<file path="config.mk">
export PLATFORM = sky130hd
export DESIGN_NAME = uart_rx
export DESIGN_NICKNAME = d
export VERILOG_FILES = /design/src/rtl/uart_pkg.sv /design/src/rtl/uart_sync.sv /design/src/rtl/uart_rx.sv
export SDC_FILE = /design/constraint.sdc
export NUM_CORES = 1
export LEC_CHECK = 0
export ABC_AREA = 1
export BUFFER_PORTS_ARGS = -buffer_cell sky130_fd_sc_hd__buf_2
export CORE_MARGIN = 3
export CORE_UTILIZATION = 55
export DETAILED_ROUTE_END_ITERATION = 8
export GPL_TIMING_DRIVEN = 0
export HOLD_SLACK_MARGIN = 0.02
export PLACE_DENSITY = 0.79
export SYNTH_ARGS = -nofsm -noshare
export SYNTH_HDL_FRONTEND = slang
export SYNTH_SLANG_ARGS = --single-unit
export TNS_END_PERCENT = 100
</file>
<file path="constraint.sdc">
create_clock -name clock_i -period 4.2 [get_ports clock_i]
set_input_delay 0.42 -clock clock_i [delete_from_list [all_inputs] [get_ports clock_i]]
set_output_delay 0.42 -clock clock_i [all_outputs]
set_load 0.02 [all_outputs]
</file>
<file path="src/rtl/uart_pkg.sv">
// Shared types and constants for the UART block.
package uart_pkg;

  typedef enum logic [2:0] {
    IDLE  = 3'd0,
    START = 3'd1,
    DATA  = 3'd2,
    STOP  = 3'd3,
    BREAK = 3'd4
  } uart_rx_state_t;

  localparam int UART_DATA_BITS    = 8;
  localparam int UART_MIN_BAUD_DIV = 4;

endpackage

</file>
<file path="src/rtl/uart_sync.sv">
// Multi-flop synchronizer for asynchronous UART inputs; flops reset to the
// idle-high line level so no false edge is seen after reset.
module uart_sync #(
  parameter int STAGES = 2
) (
  input  logic clock_i,
  input  logic resetn_i,
  input  logic din,
  output logic dout
);

  logic [STAGES-1:0] sync_r;

  // Shift chain, bit 0 faces the pin
  always_ff @(posedge clock_i) begin
    if (!resetn_i) begin
      sync_r <= {STAGES{1'b1}};
    end else begin
      sync_r <= {sync_r[STAGES-2:0], din};
    end
  end

  assign dout = sync_r[STAGES-1];

endmodule

</file>
<file path="src/rtl/uart_rx.sv">
// 8N1 UART receive engine: start detect, mid-bit sampling against a
// per-frame latched divider, framing-error detection and break handling.
module uart_rx
  import uart_pkg::*;
#(
  parameter int SYNC_STAGES = 2,
  parameter int BAUD_DIV_W  = 12
) (
  input  logic                      clock_i,
  input  logic                      resetn_i,
  input  logic [BAUD_DIV_W-1:0]     baud_div,
  input  logic                      rx_din_i,
  output logic [UART_DATA_BITS-1:0] rx_data_o,
  output logic                      rx_done,
  output logic                      rx_ing,
  output logic                      rx_err
);

  localparam int BIT_W = $clog2(UART_DATA_BITS);
  localparam logic [BAUD_DIV_W-1:0] CNT_ZERO = {BAUD_DIV_W{1'b0}};
  localparam logic [BAUD_DIV_W-1:0] CNT_ONE  = BAUD_DIV_W'(1'b1);
  localparam logic [BAUD_DIV_W-1:0] MIN_DIV  = BAUD_DIV_W'(UART_MIN_BAUD_DIV);
  localparam logic [BIT_W-1:0]      BIT_ZERO = {BIT_W{1'b0}};
  localparam logic [BIT_W-1:0]      BIT_ONE  = BIT_W'(1'b1);
  localparam logic [BIT_W-1:0]      BIT_LAST = BIT_W'(UART_DATA_BITS - 1);

  logic                      rxd_sync_s;
  logic                      prev_r;
  uart_rx_state_t            state_r, state_nxt_s;
  logic [BAUD_DIV_W-1:0]     cnt_r, cnt_nxt_s;
  logic [BAUD_DIV_W-1:0]     bdiv_r, bdiv_nxt_s;
  logic [BAUD_DIV_W-1:0]     bdiv_clamp_s, bdiv_m1_s, half_m1_s;
  logic [BIT_W-1:0]          bit_idx_r, bit_idx_nxt_s;
  logic [UART_DATA_BITS-1:0] shift_r, shift_nxt_s;
  logic [UART_DATA_BITS-1:0] rx_data_r, data_nxt_s;
  logic                      rx_done_r, done_nxt_s;
  logic                      rx_err_r, err_nxt_s;
  logic                      rx_ing_r, ing_nxt_s;

  uart_sync #(
    .STAGES (SYNC_STAGES)
  ) u_sync (
    .clock_i  (clock_i),
    .resetn_i (resetn_i),
    .din      (rx_din_i),
    .dout     (rxd_sync_s)
  );

  assign bdiv_clamp_s = (baud_div < MIN_DIV) ? MIN_DIV : baud_div;
  assign bdiv_m1_s    = bdiv_r - CNT_ONE;
  // Latched divider is at least 4, so half-bit minus one never underflows
  assign half_m1_s    = {1'b0, bdiv_r[BAUD_DIV_W-1:1]} - CNT_ONE;

  // Next-state and datapath update
  always_comb begin
    state_nxt_s   = state_r;
    cnt_nxt_s     = cnt_r + CNT_ONE;
    bdiv_nxt_s    = bdiv_r;
    bit_idx_nxt_s = bit_idx_r;
    shift_nxt_s   = shift_r;
    data_nxt_s    = rx_data_r;
    done_nxt_s    = 1'b0;
    err_nxt_s     = 1'b0;
    case (state_r)
      IDLE: begin
        cnt_nxt_s     = CNT_ZERO;
        bit_idx_nxt_s = BIT_ZERO;
        if (prev_r && !rxd_sync_s) begin
          state_nxt_s = START;
          bdiv_nxt_s  = bdiv_clamp_s;
        end else begin
          state_nxt_s = IDLE;
        end
      end
      START: begin
        if (cnt_r == half_m1_s) begin
          cnt_nxt_s   = CNT_ZERO;
          state_nxt_s = rxd_sync_s ? IDLE : DATA;
        end else begin
          state_nxt_s = START;
        end
      end
      DATA: begin
        if (cnt_r == bdiv_m1_s) begin
          cnt_nxt_s   = CNT_ZERO;
          shift_nxt_s = {rxd_sync_s, shift_r[UART_DATA_BITS-1:1]};
          if (bit_idx_r == BIT_LAST) begin
            bit_idx_nxt_s = BIT_ZERO;
            state_nxt_s   = STOP;
          end else begin
            bit_idx_nxt_s = bit_idx_r + BIT_ONE;
          end
        end else begin
          state_nxt_s = DATA;
        end
      end
      STOP: begin
        if (cnt_r == bdiv_m1_s) begin
          cnt_nxt_s  = CNT_ZERO;
          data_nxt_s = shift_r;
          if (rxd_sync_s) begin
            done_nxt_s  = 1'b1;
            state_nxt_s = IDLE;
          end else begin
            err_nxt_s   = 1'b1;
            state_nxt_s = BREAK;
          end
        end else begin
          state_nxt_s = STOP;
        end
      end
      BREAK: begin
        cnt_nxt_s = CNT_ZERO;
        if (rxd_sync_s) begin
          state_nxt_s = IDLE;
        end else begin
          state_nxt_s = BREAK;
        end
      end
      default: begin
        cnt_nxt_s   = CNT_ZERO;
        state_nxt_s = IDLE;
      end
    endcase
    ing_nxt_s = (state_nxt_s == START) || (state_nxt_s == DATA) || (state_nxt_s == STOP);
  end

  // State, datapath and registered outputs
  always_ff @(posedge clock_i) begin
    if (!resetn_i) begin
      state_r   <= IDLE;
      prev_r    <= 1'b1;
      cnt_r     <= CNT_ZERO;
      bdiv_r    <= MIN_DIV;
      bit_idx_r <= BIT_ZERO;
      shift_r   <= {UART_DATA_BITS{1'b0}};
      rx_data_r <= {UART_DATA_BITS{1'b0}};
      rx_done_r <= 1'b0;
      rx_err_r  <= 1'b0;
      rx_ing_r  <= 1'b0;
    end else begin
      state_r   <= state_nxt_s;
      prev_r    <= rxd_sync_s;
      cnt_r     <= cnt_nxt_s;
      bdiv_r    <= bdiv_nxt_s;
      bit_idx_r <= bit_idx_nxt_s;
      shift_r   <= shift_nxt_s;
      rx_data_r <= data_nxt_s;
      rx_done_r <= done_nxt_s;
      rx_err_r  <= err_nxt_s;
      rx_ing_r  <= ing_nxt_s;
    end
  end

  assign rx_data_o = rx_data_r;
  assign rx_done   = rx_done_r;
  assign rx_err    = rx_err_r;
  assign rx_ing    = rx_ing_r;

endmodule

</file>
## After elaboration in Yosys (flattened, before gate mapping)

Index checks and enable logic that the tools add are counted.

| word-level totals | value |
|---|---|
| word-level logic and storage cells | 56 |
| output and inout port bits | 11 |
| bits in registers | 52 |

| operators by class | value |
|---|---|
| magnitude comparators | 1 |
| add/subtract/negate cells | 4 |
| multiplexer cells | 17 |
| reduce and logical (&&, ||, !) cells | 12 |
| equal/unequal tests | 11 |

Operators by type and width:

| kind | count |
|---|---|
| $mux 12 | 3 |
| $eq 12x12->1 | 2 |
| $pmux 12 s2 | 1 |
| $mux 3 | 6 |
| $pmux 3 s5 | 1 |
| $add 12x1->12 const B | 1 |
| $eq 3x2->1 const B | 4 |
| $lt 12x3->1 const B | 1 |
| $sub 11x1->12 const B | 1 |
| $sub 12x1->12 const B | 1 |
| $reduce_and 2->1 | 4 |
| $eq 3x1->1 const B | 2 |
| $eq 3x3->1 const B | 2 |
| $pmux 3 s2 | 1 |
| $mux 2 | 2 |
| $add 3x1->3 const B | 1 |
| $logic_not 3->1 | 1 |
| $mux 1 | 3 |
| $reduce_and 3->1 | 1 |
| $logic_or 1x1->1 | 2 |
| $ne 2x2->1 const B | 1 |
| $reduce_bool 2->1 | 1 |
| $reduce_or 2->1 | 1 |
| $logic_and 1x1->1 | 1 |
| $logic_not 1->1 | 1 |

## Depth between registers and ports, before layout

| logic depth | value |
|---|---|
| depth in word-level cells | 7 |
| depth in mapped cells | 16 |
| gate-level depth less buffers | 16 |

## Hierarchy

Synthesis repeated with hierarchy kept, for this count alone.

| unflattened totals | value |
|---|---|
| cells, all modules | 501 |
| area, all modules | 3246.9 um2 |

By module, submodules not included:

| module | instances | cells an instance | area an instance (um2) | sequential area each (um2) |
|---|---|---|---|---|
| uart_rx | 1 | 495 | 3191.8 | 1001.0 |
| uart_sync | 1 | 6 | 55.1 | 40.0 |

## Worst setup path before layout

No wires, ideal clock.

| timing path | value |
|---|---|
| path type | reg2reg |
| from | register bdiv_r[1] |
| to | register rx_data_r[0], in the netlist rx_data_o[0] |
| arrival time | 1.855 ns |
| path slack | 2.234 ns |
| required time | 4.088 ns |
| cell stages (with the launch flop) | 15 |
| clock period less this slack | 1.966 ns |
| cell sequence | dfxtp_1 inv_1 ha_1 inv_2 nor2_1 nand3_2 nor2_4 nand3_2 nand2_1 nand2_1 nor2_4 nand4_4 buf_6 nor2_2 nor2_1 |

| on the way | value |
|---|---|
| longest elaborated chain between the ends | 3 |

Ends and longest elaborated chain:

| what | RTL line | source |
|---|---|---|
| start, declared | uart_rx.sv:31 | `logic [BAUD_DIV_W-1:0] bdiv_r, bdiv_nxt_s;` |
| start signal, assigned | uart_rx.sv:145 | `bdiv_r <= bdiv_nxt_s;` |
| $sub 12x1->12 | uart_rx.sv:50 | `assign bdiv_m1_s = bdiv_r - CNT_ONE;` |
| $eq 12x12->1 | uart_rx.sv:98 | `if (cnt_r == bdiv_m1_s) begin` |
| $reduce_and 2->1 (no source line) | -- |  |
| end signal, assigned | uart_rx.sv:137 | `rx_data_r <= {UART_DATA_BITS{1'b0}};` |
| end signal, assigned | uart_rx.sv:148 | `rx_data_r <= data_nxt_s;` |
| end, declared | uart_rx.sv:35 | `logic [UART_DATA_BITS-1:0] rx_data_r, data_nxt_s;` |

No other way between the ends.
A chain may end at the register's enable or synchronous reset.

## Worst setup path in the final report

| timing path | value |
|---|---|
| from | register bdiv_r[1] |
| to | register rx_data_r[5], in the netlist rx_data_o[5] |

The elaborated chain is that of the path after synthesis.

==> results.sh <==
export IMPL_synth_commonest_cells="nand2_1 (129), nand3_1 (60), inv_1 (57)"
export IMPL_syn_area_per_cell_um2=6.64
export IMPL_fin_ws_ns=1.79
export IMPL_antenna_found_initial=0
export IMPL_cts_buffers=5
export IMPL_top_layer="met4"
export IMPL_crit_arrival_ns=2.64
export IMPL_first_pass_iters=5
export IMPL_r2r_start="bdiv_r[1]"
export IMPL_start_kind="register"
export IMPL_worstHoldStart="rx_din_i"
export IMPL_ys_types=36
export IMPL_synth_seq_area_share=0.314
export IMPL_drt_initial_drc_count=338
export IMPL_antennaDiodeCount=0
export IMPL_critPathLaunch="bdiv_r[1]"
export IMPL_synth_edf_count=0
export IMPL_cts_sinks=52
export IMPL_setup_viol_count_final=0
export IMPL_hold_class="in -> reg"
export IMPL_max_freq_ghz=0.414
export IMPL_fillers=544
export IMPL_ys_ff_latch=52
export IMPL_grt_pass1_vias=3010
export IMPL_detail_route_wl_per_cell_um=14.3
export IMPL_power_density_nw_per_um2=268
export IMPL_worstHoldPathCells=2
export IMPL_worst_slew_pin_slew_ns=0.829
export IMPL_synthMuxAreaShare=0
export IMPL_relSlewSlack=0.443
export IMPL_skew_ns=0.00585
export IMPL_fin_util=0.639
export IMPL_dpl_hpwl_um=6590
export IMPL_worstSetupPathType="reg -> reg"
export IMPL_synth_simple_gate_area_frac=0.420
export IMPL_synth_nets=519
export IMPL_wl_met2_um=3890
export IMPL_wl_met1_um=3890
export IMPL_fin_crit_sh=0.575
export IMPL_core_area_um2=5680
export IMPL_wl_um=8620
export IMPL_layout_min_cycle_time_ns=2.41
export IMPL_synth_compound_area_frac=0.0789
export IMPL_ctsHoldBuffers=0
export IMPL_vdd_drop_max_mv=0.162
export IMPL_die_w_um=83.6
export IMPL_num_nets_final=551
export IMPL_leakagePower_nw=1.72
export IMPL_io_buffer_count=25
export IMPL_cts_tree="built"
export IMPL_chipHeight_um=83.6
export IMPL_tns_ns=0
export IMPL_design_area_um2=3630
export IMPL_grt_overflow_total=0
export IMPL_dpl_cell_count=596
export IMPL_drive_above_1_share=0.169
export IMPL_synth_most_common_cell="nand2_1"
export IMPL_clk_latency_ns=0.32
export IMPL_root_buffer="clkbuf_8"
export IMPL_clockBufferDepth=2
export IMPL_rsz0062_at_grt="false"
export IMPL_synth_top_family_by_area="simple AND/OR/NAND/NOR gates"
export IMPL_synth_area_um2=3320
export IMPL_track_usage=0.248
export IMPL_area_growth_pct=9.36
export IMPL_num_vias=3313
export IMPL_hold_viol_final=0
export IMPL_drv_cap=0
export IMPL_rr_worst_depth=14
export IMPL_grt_max_degree=19
export IMPL_fp_row_count=27
export IMPL_syn_inst=499
export IMPL_drv_slew=0
export IMPL_pre_cts_ws_ns=1.84
export IMPL_start_util=0.584
export IMPL_synth_top_cells_by_area="dfxtp_1 (31%), nand2_1 (15%), nand3_1 (9.1%), inv_1 (6.5%), xor2_1 (5.5%)"
export IMPL_dpl_cell_area_um2=3530
export IMPL_ant_nets=0
export IMPL_worstPathMaxFanout=10
export IMPL_ctsResizeCount=0
export IMPL_synthArstFlopShare=0
export IMPL_seq_area_um2=1040
export IMPL_ios=26
export IMPL_synth_flop_cell="dfxtp_1"
export IMPL_final_cells=604
export IMPL_h_tree_depth=2
export IMPL_postCtsSetupRepairBufs=0
export IMPL_synth_top_area_share=0.314
export IMPL_yosysTopAreaCell="dfxtp_1"
export IMPL_status="completed"
export IMPL_yosys_warnings=0
export IMPL_grt_pass1_wl_um=14300
export IMPL_cp_end_kind="register"
export IMPL_synth_xor_area_frac=0.0709
export IMPL_cp_required_ns=4.42
export IMPL_design_die_area_um2=7000
export IMPL_synth_adder_area_share=0.0189
export IMPL_clk_pin_slew_ns=0.10
export IMPL_wl_met3_um=648
export IMPL_multi_input_area_um2=1950
export IMPL_vias_per_cell=5.49
export IMPL_place_congestion=0.999
export IMPL_drc=0
## cell families after synthesis
kind of cell / count (synthesis)
AND/OR/NAND/NOR: 291
buffers and inverters: 79
flip-flops: 52
AO/OA/AOI/OAI: 46
XOR/XNOR: 26
adder cells (fa/ha/maj): 5
## critical path: stages, from the launching register on
cell	delay, ns
dfxtp_1	0.32
inv_1	0.16
ha_1	0.40
inv_2	0.06
nor2_1	0.15
nand3_2	0.12
nor2_4	0.12
nand3_2	0.07
nand2_1	0.11
nand2_1	0.09
nor2_4	0.15
nand4_4	0.18
buf_6	0.23
nor2_2	0.09
nor2_1	0.05
## sequential cells by signal, summed over array words and instances, names as in the netlist
name,count
cnt_r,12
rx_done,1
prev_r,1
state_r,3
bdiv_r,12
bit_idx_r,3
rx_data_o,8
shift_r,8
rx_err,1
u_sync.sync_r,2
rx_ing,1
## cell type report
class,count,share of cell area
Multi-Input combinational cell,368,0.538
Sequential cell,52,0.287
Inverter,64,0.0666
Timing Repair Buffer,25,0.0345
Tap cell,72,0.0248
Buffer,15,0.0224
Clock buffer,5,0.0190
Clock inverter,3,0.00725
## report_power, final
part           internal (mW)  switching, mW  leakage [nW]
Clock                  0.122          0.186        0.0423
Combinational         0.0502          0.101          1.26
Sequential             0.502         0.0101         0.421
## placed cells by master, fill, tap and decap left out, drive strengths merged, types with 2 or more instances in the layout
| cell type | n |
|---|---|
| nand3b | 3 |
| clkinvlp | 2 |
| nor3 | 3 |
| buf | 30 |
| o21ai | 5 |
| nor2 | 69 |
| inv | 64 |
| a21oi | 30 |
| nand4 | 5 |
| nand3 | 65 |
| nand2 | 138 |
| a211oi | 8 |
| nor4 | 6 |
| xor2 | 21 |
| ha | 5 |
| dfxtp | 52 |
| o21bai | 2 |
| xnor2 | 5 |
| clkbuf | 15 |
| or2 | 2 |
## through the flow
stage          total power [mW]  hold WS, ns
5_1_grt                    1.01        0.307
6_report                  0.971        0.280
4_1_cts                   0.974        0.280
3_5_place_dp              0.671        0.411
2_1_floorplan             0.633        0.393
3_3_place_gp              0.667        0.399
## layer usage
metal,GRT usage,vias to the layer above
li1,-,1648
met1,0.351,1512
met2,0.396,131
met3,0.0365,22
met4,0.0614,0
met5,0,-
## worst paths after layout
check	slack, ns	to
setup / recovery	1.79	rx_data_o[5]
hold / removal	0.28	u_sync.sync_r[0]
setup reg to reg	1.79	rx_data_o[5]
hold reg to reg	0.43	u_sync.sync_r[1]
Note: power is estimated with default switching activity, not from simulation.
